==> src/rtl/fetch_ctrl.sv <==
// fetch_ctrl: instruction-fetch sequencer.
//   Owns the program counter, presents it to the instruction memory, tags
//   each returned word with the PC it was fetched from and queues it in a
//   2-entry FIFO that feeds decode over a valid/ready handshake.
//   Branch/jump redirects flush the FIFO and kill the in-flight read; halt
//   stops new fetches while letting already-fetched work drain.
//
// Ports:
//   clk            system clock
//   rst_n          asynchronous active-low reset
//   imem_addr      word address to instruction memory (= fetch_pc)
//   imem_instr     instruction memory read data, one clock after imem_addr
//   redirect_valid branch/jump taken pulse
//   redirect_pc    redirect target word address
//   halt           level, blocks new fetches while high
//   out_valid      FIFO head holds a valid instruction
//   out_ready      decode accepts the head entry
//   out_instr      instruction at FIFO head
//   out_pc         word address of out_instr
module fetch_ctrl #(
  parameter int                 ADDR_W   = 32,
  parameter logic [ADDR_W-1:0]  RESET_PC = '0,
  parameter int                 INSTR_W  = 32
) (
  input  logic               clk,
  input  logic               rst_n,
  output logic [ADDR_W-1:0]  imem_addr,
  input  logic [INSTR_W-1:0] imem_instr,
  input  logic               redirect_valid,
  input  logic [ADDR_W-1:0]  redirect_pc,
  input  logic               halt,
  output logic               out_valid,
  input  logic               out_ready,
  output logic [INSTR_W-1:0] out_instr,
  output logic [ADDR_W-1:0]  out_pc
);

  localparam logic [1:0] BOOT   = 2'd0;
  localparam logic [1:0] RUN    = 2'd1;
  localparam logic [1:0] HALTED = 2'd2;

  logic [1:0]         state;
  logic [ADDR_W-1:0]  fetch_pc;
  logic               pending;
  logic [ADDR_W-1:0]  pend_pc;

  logic [1:0]         count;
  logic               wr_ptr;
  logic               rd_ptr;
  logic [INSTR_W-1:0] fifo_instr [2];
  logic [ADDR_W-1:0]  fifo_pc    [2];

  logic               pop;
  logic               flush;
  logic               push;
  logic               issue;
  logic [2:0]         credit;

  assign imem_addr = fetch_pc;
  assign out_valid = (count != 2'd0);
  assign out_instr = fifo_instr[rd_ptr];
  assign out_pc    = fifo_pc[rd_ptr];

  assign pop   = out_valid && out_ready;
  assign flush = redirect_valid && (state != BOOT);
  // The response of a read pending during a redirect belongs to the old path.
  assign push  = pending && !flush;

  // Entries that will occupy the FIFO once the pending read lands, net of the
  // current pop. Issuing only below 2 makes FIFO overflow impossible.
  assign credit = {1'b0, count} + {2'b00, pending} - {2'b00, pop};
  assign issue  = (state == RUN) && !halt && !redirect_valid && (credit < 3'd2);

  // Stage 0: sequencer state and PC
  always_ff @(posedge clk or negedge rst_n) begin
    if (!rst_n) begin
      state    <= BOOT;
      fetch_pc <= RESET_PC;
      pending  <= 1'b0;
      pend_pc  <= '0;
    end else begin
      case (state)
        BOOT:    state <= RUN;
        RUN:     if (halt && !redirect_valid) state <= HALTED;
        HALTED:  if (!halt) state <= RUN;
        default: state <= BOOT;
      endcase

      if (flush) begin
        fetch_pc <= redirect_pc;
      end else if (issue) begin
        fetch_pc <= fetch_pc + 1'b1;
      end

      pending <= issue;
      if (issue) begin
        pend_pc <= fetch_pc;
      end
    end
  end

  // Stage 1: response capture into the output FIFO
  always_ff @(posedge clk or negedge rst_n) begin
    if (!rst_n) begin
      count  <= 2'd0;
      wr_ptr <= 1'b0;
      rd_ptr <= 1'b0;
      for (int i = 0; i < 2; i++) begin
        fifo_instr[i] <= '0;
        fifo_pc[i]    <= '0;
      end
    end else if (flush) begin
      count  <= 2'd0;
      wr_ptr <= 1'b0;
      rd_ptr <= 1'b0;
    end else begin
      if (push) begin
        fifo_instr[wr_ptr] <= imem_instr;
        fifo_pc[wr_ptr]    <= pend_pc;
        wr_ptr             <= ~wr_ptr;
      end
      if (pop) begin
        rd_ptr <= ~rd_ptr;
      end
      count <= count + {1'b0, push} - {1'b0, pop};
    end
  end

  count_bound: assert property (@(posedge clk) disable iff (!rst_n) count <= 2'd2);

endmodule

==> config.mk <==
export PLATFORM = sky130hd
export DESIGN_NAME = fetch_ctrl
export DESIGN_NICKNAME = d
export VERILOG_FILES = /design/src/rtl/fetch_ctrl.sv
export SDC_FILE = /design/constraint.sdc
export NUM_CORES = 1
export LEC_CHECK = 0
export ABC_AREA = 1
export ABC_CLOCK_PERIOD_IN_PS = 3400
export BUFFER_PORTS_ARGS = -buffer_cell sky130_fd_sc_hd__clkbuf_2
export CAP_MARGIN = 20
export CORE_ASPECT_RATIO = 1.4
export CORE_MARGIN = 2
export CORE_UTILIZATION = 53
export CTS_CLUSTER_DIAMETER = 60
export DETAILED_ROUTE_END_ITERATION = 10
export PLACE_DENSITY = 0.76
export SLEW_MARGIN = 20
export SYNTH_ARGS = -nofsm -noshare
export SYNTH_HDL_FRONTEND = slang
export SYNTH_SLANG_ARGS = --single-unit
==> constraint.sdc <==
create_clock -name clk -period 3.4 [get_ports clk]
set_input_delay 0.17 -clock clk [delete_from_list [all_inputs] [get_ports clk]]
set_output_delay 0.17 -clock clk [all_outputs]
set_load 0.05 [all_outputs]
# After elaboration in Yosys (flattened, before gate mapping)
# Cells that the tools add are included.
[op_classes] bitwise_logic=5 n_addsub=5 mux=20 n_reduce_logical=19 n_eq_ne=4 magnitude_cmp=4
[ops] cell="$mux W32" n=9
[ops] cell="$bwmux W64" n=2
[ops] cell="$add A32 B1 Y32 const B" n=1
[ops] cell="$demux W32 S1" n=1
[ops] cell="$reduce_bool A2 Y1" n=5
[ops] cell="$logic_and A1 B1 Y1" n=8
[ops] cell="$mux W2" n=3
[ops] cell="$pmux W2 S3" n=1
[ops] cell="$ge A2 B2 Y1 const B" n=2
[ops] cell="$mux W1" n=4
[ops] cell="$not A1 Y2" n=2
[ops] cell="$reduce_and A2 Y1" n=2
[ops] cell="$add A2 B1 Y3" n=1
[ops] cell="$logic_not A1 Y1" n=3
[ops] cell="$lt A3 B2 Y1 const B" n=1
[ops] cell="$not A1 Y1" n=3
[ops] cell="$sub A3 B1 Y3" n=1
[ops] cell="$add A2 B1 Y2" n=1
[ops] cell="$eq A2 B1 Y1 const B" n=1
[ops] cell="$eq A2 B2 Y1 const B" n=1
[ops] cell="$logic_not A2 Y1" n=1
[ops] cell="$lt A2 B1 Y1 const B" n=1
[ops] cell="$ne A2 B1 Y1 const B" n=1
[ops] cell="$ne A2 B2 Y1 const B" n=1
[ops] cell="$sub A2 B1 Y2" n=1
[totals] input_bits=69 output_inout_bits=97 word_cells=68 register_bits=199

# Logic depth before layout (Yosys ltp)
[depth] word_depth=7 depth_mapped=16 depth_no_buf=16

# Worst setup path after synthesis
# No wires, ideal clock.
[synth_path] path_type="register to register" from="register count[1]" to="register fetch_pc[3], in the netlist imem_addr[3]" arrival_time_ns=2.777 path_stages_with_launch=14 setup_slack_ns=0.505 required_time_ns=3.282 setup_ns=0.118 path_buffers=1 synth_period_minus_slack_ns=2.895 path_cell_list="dfrtp_1 inv_1 nand2_1 nand2_1 inv_1 ha_1 or2_2 fa_1 nand2_1 nor2_2 buf_2 nand3_1 a21oi_1 nor2_1"
[synth_via] elab_chain_len=6 elab_cells_between_ends=7 classes_between="add/sub: 2; order compare: 1; reduce/logical: 4"
[synth_rtl] element="start: declaration" line_no="47" rtl="logic [1:0] count;"
[synth_rtl] element="start signal: assignment" line_no="125" rtl="count <= count + {1'b0, push} - {1'b0, pop};"
[synth_rtl] element="$reduce_bool A2 Y1" line_no="60" rtl="assign out_valid = (count != 2'd0);"
[synth_rtl] element="net out_valid" line_no="32" rtl="output logic out_valid,"
[synth_rtl] element="$logic_and A1 B1 Y1" line_no="64" rtl="assign pop = out_valid && out_ready;"
[synth_rtl] element="$sub A3 B1 Y3" line_no="71" rtl="assign credit = {1'b0, count} + {2'b00, pending} - {2'b00, pop};"
[synth_rtl] element="$lt A3 B2 Y1" line_no="72" rtl="assign issue = (state == RUN) && !halt && !redirect_valid && (credit < 3'd2);"
[synth_rtl] element="$logic_and A1 B1 Y1" line_no="72"
[synth_rtl] element="$reduce_bool A2 Y1 (no line)"
[synth_rtl] element="end signal: assignment" line_no="90" rtl="fetch_pc <= redirect_pc;"
[synth_rtl] element="end signal: assignment" line_no="92" rtl="fetch_pc <= fetch_pc + 1'b1;"
[synth_rtl] element="end: declaration" line_no="43" rtl="logic [ADDR_W-1:0] fetch_pc;"
# The timed path passes the listed nets, and every way through them passes these cells.
# A chain may end at the register's enable or synchronous reset.

# Worst setup path in the final report
[layout_path] from="register count[1]" to="register fetch_pc[28], in the netlist imem_addr[28]"
[layout_via] elab_chain_len=6 elab_cells_between_ends=7 classes_between="add/sub: 2; order compare: 1; reduce/logical: 4"
[layout_rtl] element="branches (longest 2 deep; another with $add A2 B1 Y3)"
[layout_rtl] element="$sub A3 B1 Y3 (*)" line_no="71"
[layout_rtl] element="$lt A3 B2 Y1 (*)" line_no="72"
[layout_rtl] element="$logic_and A1 B1 Y1 (*)" line_no="72"
[layout_rtl] element="$reduce_bool A2 Y1 (no line) (*)"
# Mark *: on every way between the ends.

==> flow_summary.toml <==
[clocking]
clock_latency_ns = 0.42
clock_sinks = 199
clk_pin_slew_worst_paths_ns = 0.07
htreeDepth = 4
cts_made_buffers = 17
cts_tree = "yes"
cts_max_path_buffers = 2
clock-root-buffer = "clkbuf_16"

[synth]
synth_cell_type_count = 34
syn-cell-area_sq_um = 9450
synth_seq_area_share = 0.527
synth_seq_cells = 199
syn_inst = 1192
syn_area_per_cell_sq_um = 7.93
synth_warnings = 0
syn_nets = 1266

[floorplanning]
die_width_microns = 117
coreArea_sq_um = 17400
die_h_microns = 162
initial_utilization = 0.543
io_pins = 166
die_area_sq_um = 18900
num_rows = 57

[sta]
max_freq_mhz = 329
holdWs_ns = 0.0221
tns_ns = 0
clock_skew_ns = 0.00635
finalCritPeriodShare = 0.894
maxSlewHeadroom = 0.480
setup_viol_count_final = 0
tightest_slew_ns = 0.779
rsz0062_at_grt = "no"
maxSlewViolCount = 0
hold_violations = 0
post-route-min-period_ns = 3.04

[setup_path]
endpoint_kind = "flop"
cp.depth = 16
max_stage_delay_ns = 0.45
path_max_fanout = 22
cp.buffers_inverters = 5
crit_chain = "inv_1, nand2_1, nand2_1, inv_1, ha_1, or2_2, fa_1, inv_1, nand2_1, nand3_1, nor2_4, nor2_4, inv_2, o21ai_0, inv_1, nand2_1"
startpoint_type = "flop"
cp.arrival_ns = 3.40
required_ns = 3.76
worstSetupPathType = "reg2reg"
worstRegToRegCells = 16
crit_slowest_cell = "nor2_4"
crit_family = "simple AND/OR/NAND/NOR gates"

[place]
place_congestion = 0.907
hpwl_mm = 14.4
io_buffers = 165

[power]
p_comb_frac = 0.451
p_switching_mw = 5.15
sequentialPowerShare = 0.345
p_clk_frac = 0.203
p_int_mw = 5.78
vdd_drop_max_mv = 0.548
switching_share = 0.471
power.leakage_nw = 5.99
p_per_area_nw_per_um2 = 949

[final_layout]
syn2layout_area_growth_pct = 21.9
layout_common_cells = "493 x nand2_1, 198 x dfrtp_1, 164 x clkbuf_2, 105 x inv_1, 91 x o21ai_0"
nets = 1453
diodes = 0
fin_util = 0.662
final_layout_size_suffix_gt1_frac = 0.183
final_common_cell = "nand2_1"
fill_cells = 1494

[route]
wl_per_cell_microns = 13.6
drc = 0
first_pass_iters = 5
drt_iter0_drc = 559
vias = 8083
via_per_inst = 4.96
routed_wl_mm = 22.1
ant_nets = 0

[hold_path]
hp-class = "in2reg"
hold_depth = 3

[grt]
antenna_found_initial = 0
track_usage = 0.242
grt_pass1_vias = 7565
grt_pass1_wl_mm = 36.3
overflow = 0
grt_max_degree = 95

[status]
status = "finished clean"

[job]
max-cap-violations = 0
synth_stat cells, drive strengths merged:
library cell	n	area (sq um)
or2	3	21.3
nor3	3	15.0
nor2	63	267
xor2	4	35.0
nand3	46	235
o21bai	4	30.0
dfrtp	199	4980
a22oi	1	7.51
o21ai	178	1000
o2bb2ai	1	8.76
nand3b	1	7.51
inv	108	405
ha	4	50.1
xnor2	2	17.5
o211ai	5	37.5
a21oi	11	55.1
buf	38	289
nand2	495	1860
fa	1	20.0
nand4	4	25.0
clkbuf	21	81.3
metal layers:
layer / track usage / vias up / routed length, microns
met5: 0 / - / 0
met4: 0.0802 / 0 / 524
met3: 0.0422 / 33 / 986
met2: 0.405 / 210 / 11200
met1: 0.319 / 3735 / 9350
li1: - / 4105 / -
cell families (layout without fill, tap and decap cells):
family	Yosys count	in the layout	synth area share
AO/OA/AOI/OAI	200	200	0.120
flip-flops	199	199	0.527
AND/OR/NAND/NOR	615	615	0.258
adder cells (fa/ha/maj)	5	5	0.00741
buffers and inverters	167	367	0.0821
XOR/XNOR	6	6	0.00556
sequential cells by signal, indices dropped and copies added, names as in the netlist:
register / cells
wr_ptr: 1
fifo_pc: 64
pend_pc: 32
imem_addr: 32
rd_ptr: 1
fifo_instr: 64
pending: 1
count: 2
state: 2
power groups by stage:
| stage | Combinational [mW] | Clock, mW | Sequential [mW] |
|---|---|---|---|
| finish | 4.93 | 2.22 | 3.77 |
| global route | 5.38 | 2.37 | 3.88 |
| CTS | 4.97 | 2.27 | 3.77 |
| detailed placement | 4.89 | 0 | 3.80 |
| global placement | 4.81 | 0 | 3.77 |
| floorplan | 3.38 | 0 | 4.12 |
final timing paths:
kind	slack (ns)	endpoint	startpoint
setup / recovery	0.36	imem_addr[28]$_DFFE_PN0P_	count[1]$_DFF_PN0_
hold / removal	0.02	imem_addr[4]$_DFFE_PN0P_	redirect_pc[4]
setup reg to reg	0.36	imem_addr[28]$_DFFE_PN0P_	count[1]$_DFF_PN0_
hold reg to reg	0.48	fifo_instr[44]$_DFFE_PN0P_	fifo_instr[44]$_DFFE_PN0P_
max in group asynchronous	2.25	rd_ptr$_DFFE_PN0P_	rst_n
min in group asynchronous	0.25	imem_addr[3]$_DFFE_PN0P_	rst_n
metrics by stage:
stage	instances	total power, mW	cell area (sq um)	setup slack, ns
2_1_floorplan	1192	7.50	9450	0.505
3_3_place_gp	1546	8.59	10400	0.102
3_5_place_dp	1546	8.69	10400	0.00624
4_1_cts	1628	11.0	11500	0.358
5_1_grt	1628	11.6	11500	0.0652
6_report	1628	10.9	11500	0.359
worst reg2reg max path, cell delays in order, from the launching register on:
cell,delay (ns)
dfrtp_1,0.43
inv_1,0.09
nand2_1,0.07
nand2_1,0.10
inv_1,0.07
ha_1,0.27
or2_2,0.30
fa_1,0.38
inv_1,0.06
nand2_1,0.04
nand3_1,0.12
nor2_4,0.06
nor2_4,0.45
inv_2,0.21
o21ai_0,0.21
inv_1,0.05
nand2_1,0.05
timing repair:
action | CTS | global route
hold endpoints to repair | 109 | 0
gates resized for setup | 1 | 0
setup endpoints to repair | 3 | 0
buffers inserted | 0 | 0
hold buffers | 50 | 0
final cells by class:
type / count / area [sq um] / share of cell area
Timing Repair Buffer: 227 / 1460 / 0.127
Clock buffer: 21 / 470 / 0.0408
Clock inverter: 11 / 193 / 0.0167
Sequential cell: 199 / 4980 / 0.432
Multi-Input combinational cell: 826 / 3710 / 0.322
Tap cell: 236 / 295 / 0.0256
Inverter: 108 / 405 / 0.0352
(Power assumes the default switching activity.)
